## src/rtl/hazard_scoreboard_unit_if.sv

```systemverilog
// -----------------------------------------------------------------------------
// hazard_scoreboard_unit_if
//
// Purpose
//   Bundles the pipeline-facing signals of hazard_scoreboard_unit: the stage
//   register indices and control bits that come from the pipeline, and the
//   forward selects, stall/flush controls, scoreboard bitmap and performance
//   counters that go back to it. Clock and reset are not in the bundle; they
//   stay plain ports on the unit.
//
// Parameters
//   REG_AW : register-index width (2**REG_AW architectural registers)
//   CNT_W  : performance-counter width
//
// Modports
//   master : the pipeline side (drives the i_* signals, receives the o_* signals)
//   slave  : the hazard unit (receives the i_* signals, drives the o_* signals)
//
// Signals (direction as seen by the hazard unit)
//   i_rs1_d, i_rs2_d             in  REG_AW  source registers in decode
//   i_rs1_e, i_rs2_e, i_rd_e     in  REG_AW  source/destination registers in execute
//   i_rd_m, i_rd_wb              in  REG_AW  destinations in memory / writeback
//   i_regwrite_m, i_regwrite_wb  in  1       stage writes the register file
//   i_res_src_b0_e               in  1       load in execute
//   i_long_issue_e               in  1       long op leaves EX into the long unit
//   i_long_done                  in  1       WB carries a long-op result (dest i_rd_wb)
//   i_pc_src_e                   in  2       01 = branch taken
//   i_jmp_e, i_mret_e            in  1       jump / mret in execute
//   o_fw_a_e, o_fw_b_e           out 2       10 = alu_out_m, 01 = res_wb, 00 = reg file
//   o_fw_a_d, o_fw_b_d           out 1       1 = res_wb into decode
//   o_pc_stall, o_if_id_stall    out 1       front-end stall
//   o_if_id_flush, o_id_ex_flush out 1       pipeline-register flushes
//   o_long_full                  out 1       long unit has MAX_OUT ops outstanding
//   o_pending                    out 2**REG_AW scoreboard bitmap
//   o_stall_cnt, o_flush_cnt     out CNT_W   performance counters
// -----------------------------------------------------------------------------
interface hazard_scoreboard_unit_if #(
  parameter int REG_AW = 5,
  parameter int CNT_W  = 32
);

  logic [REG_AW-1:0]     i_rs1_d;
  logic [REG_AW-1:0]     i_rs2_d;
  logic [REG_AW-1:0]     i_rs1_e;
  logic [REG_AW-1:0]     i_rs2_e;
  logic [REG_AW-1:0]     i_rd_e;
  logic [REG_AW-1:0]     i_rd_m;
  logic [REG_AW-1:0]     i_rd_wb;
  logic                  i_regwrite_m;
  logic                  i_regwrite_wb;
  logic                  i_res_src_b0_e;
  logic                  i_long_issue_e;
  logic                  i_long_done;
  logic [1:0]            i_pc_src_e;
  logic                  i_jmp_e;
  logic                  i_mret_e;

  logic [1:0]            o_fw_a_e;
  logic [1:0]            o_fw_b_e;
  logic                  o_fw_a_d;
  logic                  o_fw_b_d;
  logic                  o_pc_stall;
  logic                  o_if_id_stall;
  logic                  o_if_id_flush;
  logic                  o_id_ex_flush;
  logic                  o_long_full;
  logic [2**REG_AW-1:0]  o_pending;
  logic [CNT_W-1:0]      o_stall_cnt;
  logic [CNT_W-1:0]      o_flush_cnt;

  modport master (
    output i_rs1_d, i_rs2_d, i_rs1_e, i_rs2_e, i_rd_e, i_rd_m, i_rd_wb,
    output i_regwrite_m, i_regwrite_wb, i_res_src_b0_e,
    output i_long_issue_e, i_long_done, i_pc_src_e, i_jmp_e, i_mret_e,
    input  o_fw_a_e, o_fw_b_e, o_fw_a_d, o_fw_b_d,
    input  o_pc_stall, o_if_id_stall, o_if_id_flush, o_id_ex_flush,
    input  o_long_full, o_pending, o_stall_cnt, o_flush_cnt
  );

  modport slave (
    input  i_rs1_d, i_rs2_d, i_rs1_e, i_rs2_e, i_rd_e, i_rd_m, i_rd_wb,
    input  i_regwrite_m, i_regwrite_wb, i_res_src_b0_e,
    input  i_long_issue_e, i_long_done, i_pc_src_e, i_jmp_e, i_mret_e,
    output o_fw_a_e, o_fw_b_e, o_fw_a_d, o_fw_b_d,
    output o_pc_stall, o_if_id_stall, o_if_id_flush, o_id_ex_flush,
    output o_long_full, o_pending, o_stall_cnt, o_flush_cnt
  );

endinterface : hazard_scoreboard_unit_if

```

## src/rtl/hazard_scoreboard_unit.sv

```systemverilog
// -----------------------------------------------------------------------------
// hazard_scoreboard_unit
//
// Purpose
//   Hazard detection and forwarding control for an in-order pipeline with a
//   side unit for multi-cycle ("long") operations. A registered scoreboard
//   tracks which architectural registers still await a long-op result, and a
//   registered count tracks how many long ops are outstanding. All stall,
//   flush and forward outputs are purely combinational.
//
// Parameters
//   REG_AW  : register-index width (2**REG_AW architectural registers)
//   MAX_OUT : maximum outstanding long ops, 1 .. 2**REG_AW-1
//   CNT_W   : performance-counter width
//
// Ports
//   i_clk : rising-edge clock
//   i_rst : asynchronous, active-high reset
//   hz    : hazard_scoreboard_unit_if.slave (all pipeline signals)
//
// Configuration
//   HAZARD_PERF_CNT_EN : when defined, o_stall_cnt / o_flush_cnt count the
//   cycles with the front-end stall high / with the IF/ID flush high,
//   saturating at all-ones. When undefined both outputs are tied to zero and
//   no counter logic exists.
// -----------------------------------------------------------------------------
module hazard_scoreboard_unit #(
  parameter int REG_AW  = 5,
  parameter int MAX_OUT = 4,
  parameter int CNT_W   = 32
) (
  input  logic                    i_clk,
  input  logic                    i_rst,
  hazard_scoreboard_unit_if.slave hz
);

  localparam int              NREG  = 2**REG_AW;
  localparam int              CW    = $clog2(MAX_OUT + 1);
  localparam logic [CW-1:0]   MAX_C = CW'(MAX_OUT);

  // ---------------------------------------------------------------------------
  // Scoreboard state
  // ---------------------------------------------------------------------------
  logic [NREG-1:0] pending_q;
  logic [NREG-1:0] pending_d;
  logic [CW-1:0]   count_q;
  logic [CW-1:0]   count_d;

  logic full;
  logic done_v;
  logic issue_acc;
  logic added;
  logic removed;

  // The count always equals the number of set scoreboard bits: a bit that is
  // already set is not counted twice, and a done only retires a bit that is
  // actually pending, so a done arriving after a reset is a no-op.
  // When the unit is full, an issue is refused (the stall makes the pipeline
  // retry) unless a done frees a slot in the same cycle or the destination is
  // already pending and no new slot is needed.
  // NOTE: every signal written in an always_comb gets a default before any
  // conditional assignment, so no path leaves it unassigned and no latch is
  // inferred.
  always_comb begin
    full      = (count_q == MAX_C);
    done_v    = hz.i_long_done && (hz.i_rd_wb != '0) && pending_q[hz.i_rd_wb];
    issue_acc = hz.i_long_issue_e && (hz.i_rd_e != '0)
                && (!full || done_v || pending_q[hz.i_rd_e]);
    added     = issue_acc && !pending_q[hz.i_rd_e];
    // Issue and done on the same index keep the bit set and the count flat.
    removed   = done_v && !(issue_acc && (hz.i_rd_e == hz.i_rd_wb));

    pending_d = pending_q;
    if (done_v) begin
      pending_d[hz.i_rd_wb] = 1'b0;
    end
    if (issue_acc) begin
      pending_d[hz.i_rd_e] = 1'b1;   // applied after the clear: issue wins
    end

    count_d = count_q;
    unique case ({added, removed})
      2'b10:   count_d = count_q + CW'(1);
      2'b01:   count_d = count_q - CW'(1);
      default: count_d = count_q;
    endcase
  end

  // NOTE: sequential state is updated with non-blocking assignments only, so
  // every flop samples the values from before the edge regardless of the
  // order in which simulators evaluate the always blocks.
  // NOTE: the scoreboard is a small flop bitmap rather than a memory, so it
  // takes part in the asynchronous reset like any other register.
  always_ff @(posedge i_clk or posedge i_rst) begin
    if (i_rst) begin
      pending_q <= '0;
      count_q   <= '0;
    end else begin
      pending_q <= pending_d;
      count_q   <= count_d;
    end
  end

  // ---------------------------------------------------------------------------
  // Hazard detection (combinational)
  // ---------------------------------------------------------------------------
  logic rs1_d_nz;
  logic rs2_d_nz;
  logic rd_e_nz;
  logic rs1_d_hit_e;
  logic rs2_d_hit_e;
  logic load_use;
  logic long_issue_use;
  logic raw_rs1;
  logic raw_rs2;
  logic waw;
  logic full_issue;
  logic stall_any;
  logic redirect;
  logic stall;

  always_comb begin
    rs1_d_nz    = (hz.i_rs1_d != '0);
    rs2_d_nz    = (hz.i_rs2_d != '0);
    rd_e_nz     = (hz.i_rd_e  != '0);
    rs1_d_hit_e = rs1_d_nz && (hz.i_rs1_d == hz.i_rd_e);
    rs2_d_hit_e = rs2_d_nz && (hz.i_rs2_d == hz.i_rd_e);

    // Load result is not available until after MEM.
    load_use       = hz.i_res_src_b0_e && rd_e_nz && (rs1_d_hit_e || rs2_d_hit_e);
    // A long op leaving EX has no result to forward; its destination is
    // marked pending only at the next edge, so cover the gap here.
    long_issue_use = hz.i_long_issue_e && rd_e_nz && (rs1_d_hit_e || rs2_d_hit_e);
    // Pending source, unless the long result is arriving in WB right now and
    // is bypassed into decode. pending_q[0] is never set.
    raw_rs1        = pending_q[hz.i_rs1_d]
                     && !(hz.i_long_done && (hz.i_rd_wb == hz.i_rs1_d));
    raw_rs2        = pending_q[hz.i_rs2_d]
                     && !(hz.i_long_done && (hz.i_rd_wb == hz.i_rs2_d));
    waw            = pending_q[hz.i_rd_e] && hz.i_long_issue_e;
    full_issue     = full && hz.i_long_issue_e;

    stall_any = load_use || long_issue_use || raw_rs1 || raw_rs2 || waw || full_issue;

    // A control-flow redirect discards the stalled front end, so it wins.
    redirect = (hz.i_pc_src_e == 2'b01) || hz.i_jmp_e || hz.i_mret_e;
    stall    = stall_any && !redirect;
  end

  assign hz.o_pc_stall    = stall;
  assign hz.o_if_id_stall = stall;
  assign hz.o_if_id_flush = redirect;
  assign hz.o_id_ex_flush = (hz.i_pc_src_e == 2'b01) || hz.i_mret_e || stall;
  assign hz.o_long_full   = full;
  assign hz.o_pending     = pending_q;

  // ---------------------------------------------------------------------------
  // Forwarding (combinational)
  // ---------------------------------------------------------------------------
  logic wb_fwd_en;

  always_comb begin
    // WB carries a usable result both for normal writes and for long-op
    // completions (which have i_regwrite_m low while they were in M).
    wb_fwd_en = hz.i_regwrite_wb || hz.i_long_done;

    hz.o_fw_a_d = (hz.i_rs1_d != '0) && (hz.i_rs1_d == hz.i_rd_wb) && wb_fwd_en;
    hz.o_fw_b_d = (hz.i_rs2_d != '0) && (hz.i_rs2_d == hz.i_rd_wb) && wb_fwd_en;

    // The younger producer (M) takes priority over WB.
    hz.o_fw_a_e = 2'b00;
    if ((hz.i_rs1_e != '0) && (hz.i_rs1_e == hz.i_rd_m) && hz.i_regwrite_m) begin
      hz.o_fw_a_e = 2'b10;
    end else if ((hz.i_rs1_e != '0) && (hz.i_rs1_e == hz.i_rd_wb) && wb_fwd_en) begin
      hz.o_fw_a_e = 2'b01;
    end

    hz.o_fw_b_e = 2'b00;
    if ((hz.i_rs2_e != '0) && (hz.i_rs2_e == hz.i_rd_m) && hz.i_regwrite_m) begin
      hz.o_fw_b_e = 2'b10;
    end else if ((hz.i_rs2_e != '0) && (hz.i_rs2_e == hz.i_rd_wb) && wb_fwd_en) begin
      hz.o_fw_b_e = 2'b01;
    end
  end

  // ---------------------------------------------------------------------------
  // Performance counters
  // ---------------------------------------------------------------------------
`ifdef HAZARD_PERF_CNT_EN
  logic [CNT_W-1:0] stall_cnt_q;
  logic [CNT_W-1:0] flush_cnt_q;

  always_ff @(posedge i_clk or posedge i_rst) begin
    if (i_rst) begin
      stall_cnt_q <= '0;
      flush_cnt_q <= '0;
    end else begin
      // Saturate instead of wrapping so a long run never reads as small.
      if (stall && (stall_cnt_q != '1)) begin
        stall_cnt_q <= stall_cnt_q + CNT_W'(1);
      end
      if (redirect && (flush_cnt_q != '1)) begin
        flush_cnt_q <= flush_cnt_q + CNT_W'(1);
      end
    end
  end

  assign hz.o_stall_cnt = stall_cnt_q;
  assign hz.o_flush_cnt = flush_cnt_q;
`else
  assign hz.o_stall_cnt = '0;
  assign hz.o_flush_cnt = '0;
`endif

endmodule : hazard_scoreboard_unit
```

## src/flat_wrapper.sv

```systemverilog
// flat-port wrapper written by rule: the top's interface ports become plain ports
module hazard_scoreboard_unit_flat 
#(
  parameter int REG_AW  = 5,
  parameter int MAX_OUT = 4,
  parameter int CNT_W   = 32
)
  (i_clk, i_rst, hz_i_rs1_d, hz_i_rs2_d, hz_i_rs1_e, hz_i_rs2_e, hz_i_rd_e, hz_i_rd_m, hz_i_rd_wb, hz_i_regwrite_m, hz_i_regwrite_wb, hz_i_res_src_b0_e, hz_i_long_issue_e, hz_i_long_done, hz_i_pc_src_e, hz_i_jmp_e, hz_i_mret_e, hz_o_fw_a_e, hz_o_fw_b_e, hz_o_fw_a_d, hz_o_fw_b_d, hz_o_pc_stall, hz_o_if_id_stall, hz_o_if_id_flush, hz_o_id_ex_flush, hz_o_long_full, hz_o_pending, hz_o_stall_cnt, hz_o_flush_cnt);
  hazard_scoreboard_unit_if #(.REG_AW(REG_AW), .CNT_W(CNT_W)) hz_i ();
  input  logic i_clk;
  input  logic i_rst;
  input wire logic [$bits(hz_i.i_rs1_d)-1:0] hz_i_rs1_d;
  input wire logic [$bits(hz_i.i_rs2_d)-1:0] hz_i_rs2_d;
  input wire logic [$bits(hz_i.i_rs1_e)-1:0] hz_i_rs1_e;
  input wire logic [$bits(hz_i.i_rs2_e)-1:0] hz_i_rs2_e;
  input wire logic [$bits(hz_i.i_rd_e)-1:0] hz_i_rd_e;
  input wire logic [$bits(hz_i.i_rd_m)-1:0] hz_i_rd_m;
  input wire logic [$bits(hz_i.i_rd_wb)-1:0] hz_i_rd_wb;
  input wire logic [$bits(hz_i.i_regwrite_m)-1:0] hz_i_regwrite_m;
  input wire logic [$bits(hz_i.i_regwrite_wb)-1:0] hz_i_regwrite_wb;
  input wire logic [$bits(hz_i.i_res_src_b0_e)-1:0] hz_i_res_src_b0_e;
  input wire logic [$bits(hz_i.i_long_issue_e)-1:0] hz_i_long_issue_e;
  input wire logic [$bits(hz_i.i_long_done)-1:0] hz_i_long_done;
  input wire logic [$bits(hz_i.i_pc_src_e)-1:0] hz_i_pc_src_e;
  input wire logic [$bits(hz_i.i_jmp_e)-1:0] hz_i_jmp_e;
  input wire logic [$bits(hz_i.i_mret_e)-1:0] hz_i_mret_e;
  output wire logic [$bits(hz_i.o_fw_a_e)-1:0] hz_o_fw_a_e;
  output wire logic [$bits(hz_i.o_fw_b_e)-1:0] hz_o_fw_b_e;
  output wire logic [$bits(hz_i.o_fw_a_d)-1:0] hz_o_fw_a_d;
  output wire logic [$bits(hz_i.o_fw_b_d)-1:0] hz_o_fw_b_d;
  output wire logic [$bits(hz_i.o_pc_stall)-1:0] hz_o_pc_stall;
  output wire logic [$bits(hz_i.o_if_id_stall)-1:0] hz_o_if_id_stall;
  output wire logic [$bits(hz_i.o_if_id_flush)-1:0] hz_o_if_id_flush;
  output wire logic [$bits(hz_i.o_id_ex_flush)-1:0] hz_o_id_ex_flush;
  output wire logic [$bits(hz_i.o_long_full)-1:0] hz_o_long_full;
  output wire logic [$bits(hz_i.o_pending)-1:0] hz_o_pending;
  output wire logic [$bits(hz_i.o_stall_cnt)-1:0] hz_o_stall_cnt;
  output wire logic [$bits(hz_i.o_flush_cnt)-1:0] hz_o_flush_cnt;
  assign hz_i.i_rs1_d = hz_i_rs1_d;
  assign hz_i.i_rs2_d = hz_i_rs2_d;
  assign hz_i.i_rs1_e = hz_i_rs1_e;
  assign hz_i.i_rs2_e = hz_i_rs2_e;
  assign hz_i.i_rd_e = hz_i_rd_e;
  assign hz_i.i_rd_m = hz_i_rd_m;
  assign hz_i.i_rd_wb = hz_i_rd_wb;
  assign hz_i.i_regwrite_m = hz_i_regwrite_m;
  assign hz_i.i_regwrite_wb = hz_i_regwrite_wb;
  assign hz_i.i_res_src_b0_e = hz_i_res_src_b0_e;
  assign hz_i.i_long_issue_e = hz_i_long_issue_e;
  assign hz_i.i_long_done = hz_i_long_done;
  assign hz_i.i_pc_src_e = hz_i_pc_src_e;
  assign hz_i.i_jmp_e = hz_i_jmp_e;
  assign hz_i.i_mret_e = hz_i_mret_e;
  assign hz_o_fw_a_e = hz_i.o_fw_a_e;
  assign hz_o_fw_b_e = hz_i.o_fw_b_e;
  assign hz_o_fw_a_d = hz_i.o_fw_a_d;
  assign hz_o_fw_b_d = hz_i.o_fw_b_d;
  assign hz_o_pc_stall = hz_i.o_pc_stall;
  assign hz_o_if_id_stall = hz_i.o_if_id_stall;
  assign hz_o_if_id_flush = hz_i.o_if_id_flush;
  assign hz_o_id_ex_flush = hz_i.o_id_ex_flush;
  assign hz_o_long_full = hz_i.o_long_full;
  assign hz_o_pending = hz_i.o_pending;
  assign hz_o_stall_cnt = hz_i.o_stall_cnt;
  assign hz_o_flush_cnt = hz_i.o_flush_cnt;
  hazard_scoreboard_unit #(.REG_AW(REG_AW), .MAX_OUT(MAX_OUT), .CNT_W(CNT_W)) u_core (.i_clk(i_clk), .i_rst(i_rst), .hz(hz_i));
endmodule
```

## config.mk

```make
export PLATFORM = sky130hd
export DESIGN_NAME = hazard_scoreboard_unit_flat
export DESIGN_NICKNAME = d
export VERILOG_FILES = /design/src/rtl/hazard_scoreboard_unit_if.sv /design/src/rtl/hazard_scoreboard_unit.sv /design/src/flat_wrapper.sv
export SDC_FILE = /design/constraint.sdc
export NUM_CORES = 1
export LEC_CHECK = 0
export ABC_AREA = 1
export CELL_PAD_IN_SITES_DETAIL_PLACEMENT = 2
export CELL_PAD_IN_SITES_GLOBAL_PLACEMENT = 2
export CORE_MARGIN = 5
export CORE_UTILIZATION = 24
export CTS_CLUSTER_DIAMETER = 80
export DETAILED_ROUTE_END_ITERATION = 8
export GPL_TIMING_DRIVEN = 0
export HOLD_SLACK_MARGIN = 0.05
export PLACE_DENSITY = 0.87
export SYNTH_ARGS = -nofsm -noshare
export SYNTH_HDL_FRONTEND = slang
export SYNTH_SLANG_ARGS = --single-unit
```

## constraint.sdc

```tcl
create_clock -name i_clk -period 3.5 [get_ports i_clk]
set_input_delay 1.05 -clock i_clk [delete_from_list [all_inputs] [get_ports i_clk]]
set_output_delay 1.05 -clock i_clk [all_outputs]
set_load 0.005 [all_outputs]
```

==> results.yml <==
status:
  status: "finished with violations"
  violations_in_the_final_reports: "setup timing"
critical_path:
  worstPathArrival_ns: 2.71
  worst_path_most_repeated_cell: "nand3_2"
  timing.critical_path.slowest_stage_cell: "o211ai_1"
  worst_setup_path_end_kind: "primary output"
  crit_path_start_kind: "input pin"
  worst-path-max-fanout: 5
  critical_path_buf_inv_count: 6
  setup_cp_type: "in2out"
  cp_top_family: "buffers and inverters"
  worstPathRequired_ns: 2.45
  crit_chain: "buf_8 > buf_6 > buf_8 > o211ai_1 > nand3_2 > nand3_2 > nand3_2 > nand3_2 > nand2_2 > o21ai_2 > inv_2 > buf_6 > buf_6"
  slowest_delay_ns: 0.30
clocking:
  clk_pin_slew_ns: 0.06
  ctsLongestPathBuffers: 2
  clk_root_buffer_cell: "clkbuf_16"
  post_cts_hold_buffer_count: 0
  number_of_buffers_created_by_cts: 5
  cts.sinks: 35
  clock_tree_from_tritoncts: "yes"
  htree_levels: 2
  clkLatencyLatePin_ns: 0.29
power:
  max-vdd-ir-drop_mv: 0.189
  comb_power_share: 0.582
  power.net_switching_w: 0.00157
  p_int_w: 0.00169
  seq_power_share: 0.282
  p_leak_nw: 3.25
  power-per-cell-area_mw_per_mm2: 479
  clock_power_share: 0.136
  switching_share: 0.481
logic_synthesis:
  mappedNetlistArea_mm2: 0.00469
  async_reset_ff_frac: 1.00
  synth-main-ff-cell: "dfrtp_1"
  ys_seq_area_frac: 0.187
  synthesis.instances: 755
  postSynthAreaPerCell_um2: 6.22
  yosys_register_bits: 35
  synth-edff-count: 0
  yosys_warnings: 0
  synthDistinctLibCells: 39
floorplan:
  floorplan.die_area_mm2: 0.0225
  initial_core_util: 0.243
  floorplan.core_area_mm2: 0.0193
  die_h_um: 150
  floorplan.die.width_um: 150
  ios: 153
  floorplan.rows: 51
grt:
  grt_overflow_total: 0
  globalRouteTotalUtil: 0.208
  grt_start_max_net_pins: 36
  first_global_vias: 6470
  antenna_violations_before_repair: 0
  grt_pass1_wl_mm: 36.4
drt:
  num_vias: 5910
  drc: 0
  drtPass1Iterations: 7
  route.final.wire_length_mm: 24.5
  detailedRoute.firstIterationViolations: 355
  detail_route.wl_per_cell_um: 20.5
  route.antenna.remaining_nets: 0
  route.detailed.vias_per_inst: 4.96
placement:
  portBuffers: 77
  dpl-instance-area_mm2: 0.00603
  gpl.final_weighted_congestion: 0.850
  dp.final_hpwl_mm: 17.4
min_path:
  holdCritPathClass: "reg2reg"
layout:
  commonest_cells_after_routing_fill_and_taps_aside: "nand2_1 (208), buf_4 (92), inv_1 (64), conb_1 (64), nand3_1 (57)"
  nNetsFinal: 974
  final_area_mm2: 0.00681
  layout_commonest_cell: "nand2_1"
  area_delta_synth_final_pct: 45.0
  diode_count: 0
  postLayoutCoreUtil: 0.352
  drive_gt1_frac: 0.276
sta:
  fin_setup_tns_ns: -0.684
  report.final.setup_viol: 4
  grt_setup_unrepaired: "true"
  period_needed_ns: 3.76
  worst_slew_slack_as_a_fraction_of_its_limit: 0.467
  final-hold-violation-count: 0
  final.period_utilization: 1.08
  worst-slew-pin-transition_ns: 0.799
  slew_violations: 0
  final_critical_path_setup_slack_ns: -0.264
  finClkSkew_ns: 0.00727
  max_freq_mhz: 266
  hold_ws_ns: 0.513
run:
  number_of_max_cap_violations: 0
-- flip-flops by register name, indices dropped and copies added, names as in the netlist --
register / cells
u_core.count_q: 3
u_core.hz.o_pending: 32
-- path summary, 6_finish.rpt --
kind	endpoint	cells past startpoint	slack (ns)	from
max in group asynchronous	u_core.count_q[2]	2	1.75	i_rst
min reg2reg	u_core.count_q[0]	1	0.51	u_core.count_q[0]
max reg2reg	u_core.count_q[2]	21	0.54	u_core.hz.o_pending[14]
min in group asynchronous	u_core.hz.o_pending[6]	2	1.25	i_rst
min	u_core.count_q[0]	1	0.51	u_core.count_q[0]
max	hz_o_pc_stall	13	-0.26	hz_i_rs2_d[0]
-- routing by layer --
| metal | routed length (µm) | GRT usage | share of wire |
|---|---|---|---|
| met2 | 12600 | 0.381 | 0.51 |
| met5 | 0 | 0 | 0 |
| met1 | 9650 | 0.248 | 0.39 |
| met4 | 860 | 0.0714 | 0.035 |
| met3 | 1390 | 0.0279 | 0.057 |
-- stage by stage --
step | setup WS [ns] | cells | total power, W
finish | -0.264 | 1192 | 0.00326
global route | -0.309 | 1192 | 0.00345
CTS | -0.0943 | 1190 | 0.00315
detailed placement | -1.39 | 1160 | 0.00261
global placement | -1.26 | 1160 | 0.00254
floorplan | 0.131 | 818 | 0.00173
-- area by class of cell --
class	instances	area (µm²)
fill	2319	12500
multi-input combinational	600	3290
timing repair buffer	102	986
sequential	35	876
buffer	99	831
inverter	83	355
tap	265	332
clock buffer	7	133
clock inverter	1	5.00
-- power by group through the flow --
stage | logic (W) | registers, W | clock network, W
floorplan | 0.000952 | 0.000776 | 0
global placement | 0.00165 | 0.000894 | 0
detailed placement | 0.00171 | 0.000900 | 0
CTS | 0.00181 | 0.000897 | 0.000447
global route | 0.00204 | 0.000945 | 0.000463
finish | 0.00190 | 0.000920 | 0.000443
-- cell families (layout without fill, tap and decap cells) --
kind of cell | count (synthesis) | in the layout | share of synthesized area
buf+inv | 183 | 292 | 0.221
compound gates | 90 | 90 | 0.106
flops | 35 | 35 | 0.187
xor+xnor | 27 | 27 | 0.0504
simple gates | 417 | 417 | 0.429
other cells | 1 | 64 | 0.000799
fa+ha+maj | 2 | 2 | 0.00693
-- worst register-to-register path, stage by stage (launching register included) --
cell and delay, ns:
dfrtp_1 0.45, inv_1 0.15, o21ai_1 0.08, nand2_1 0.07, nand2_2 0.06, nand2_1 0.07
nand2_2 0.08, nor2_4 0.13, buf_4 0.11, buf_4 0.09, buf_4 0.09, buf_4 0.10
nand2_1 0.09, nor2_4 0.14, nand2_4 0.06, nand4_1 0.10, ha_2 0.20, inv_2 0.05
fa_2 0.33, a21oi_1 0.14, o21ai_1 0.08, xor2_1 0.14
-- synthesized netlist by cell type, types with 10 or more instances --
cell	instances	area (µm²)
o22ai_1	11	68.8
nand4_1	11	68.8
buf_4	71	533
xor2_1	17	149
nor2_1	52	195
buf_2	17	85.1
nor3_1	14	70.1
inv_1	73	274
nand3_2	29	290
nand3_1	69	345
o21ai_1	50	250
dfrtp_1	35	876
xnor2_1	10	87.6
nand2_1	217	815
-- repair_timing --
action                                  CTS  global route
gates resized for setup                 171            39
buffers inserted                         18             2
gates cloned                              5             0
endpoints found under the setup margin   11             9
pin swaps                                31            20
(Power assumes the default switching activity.)
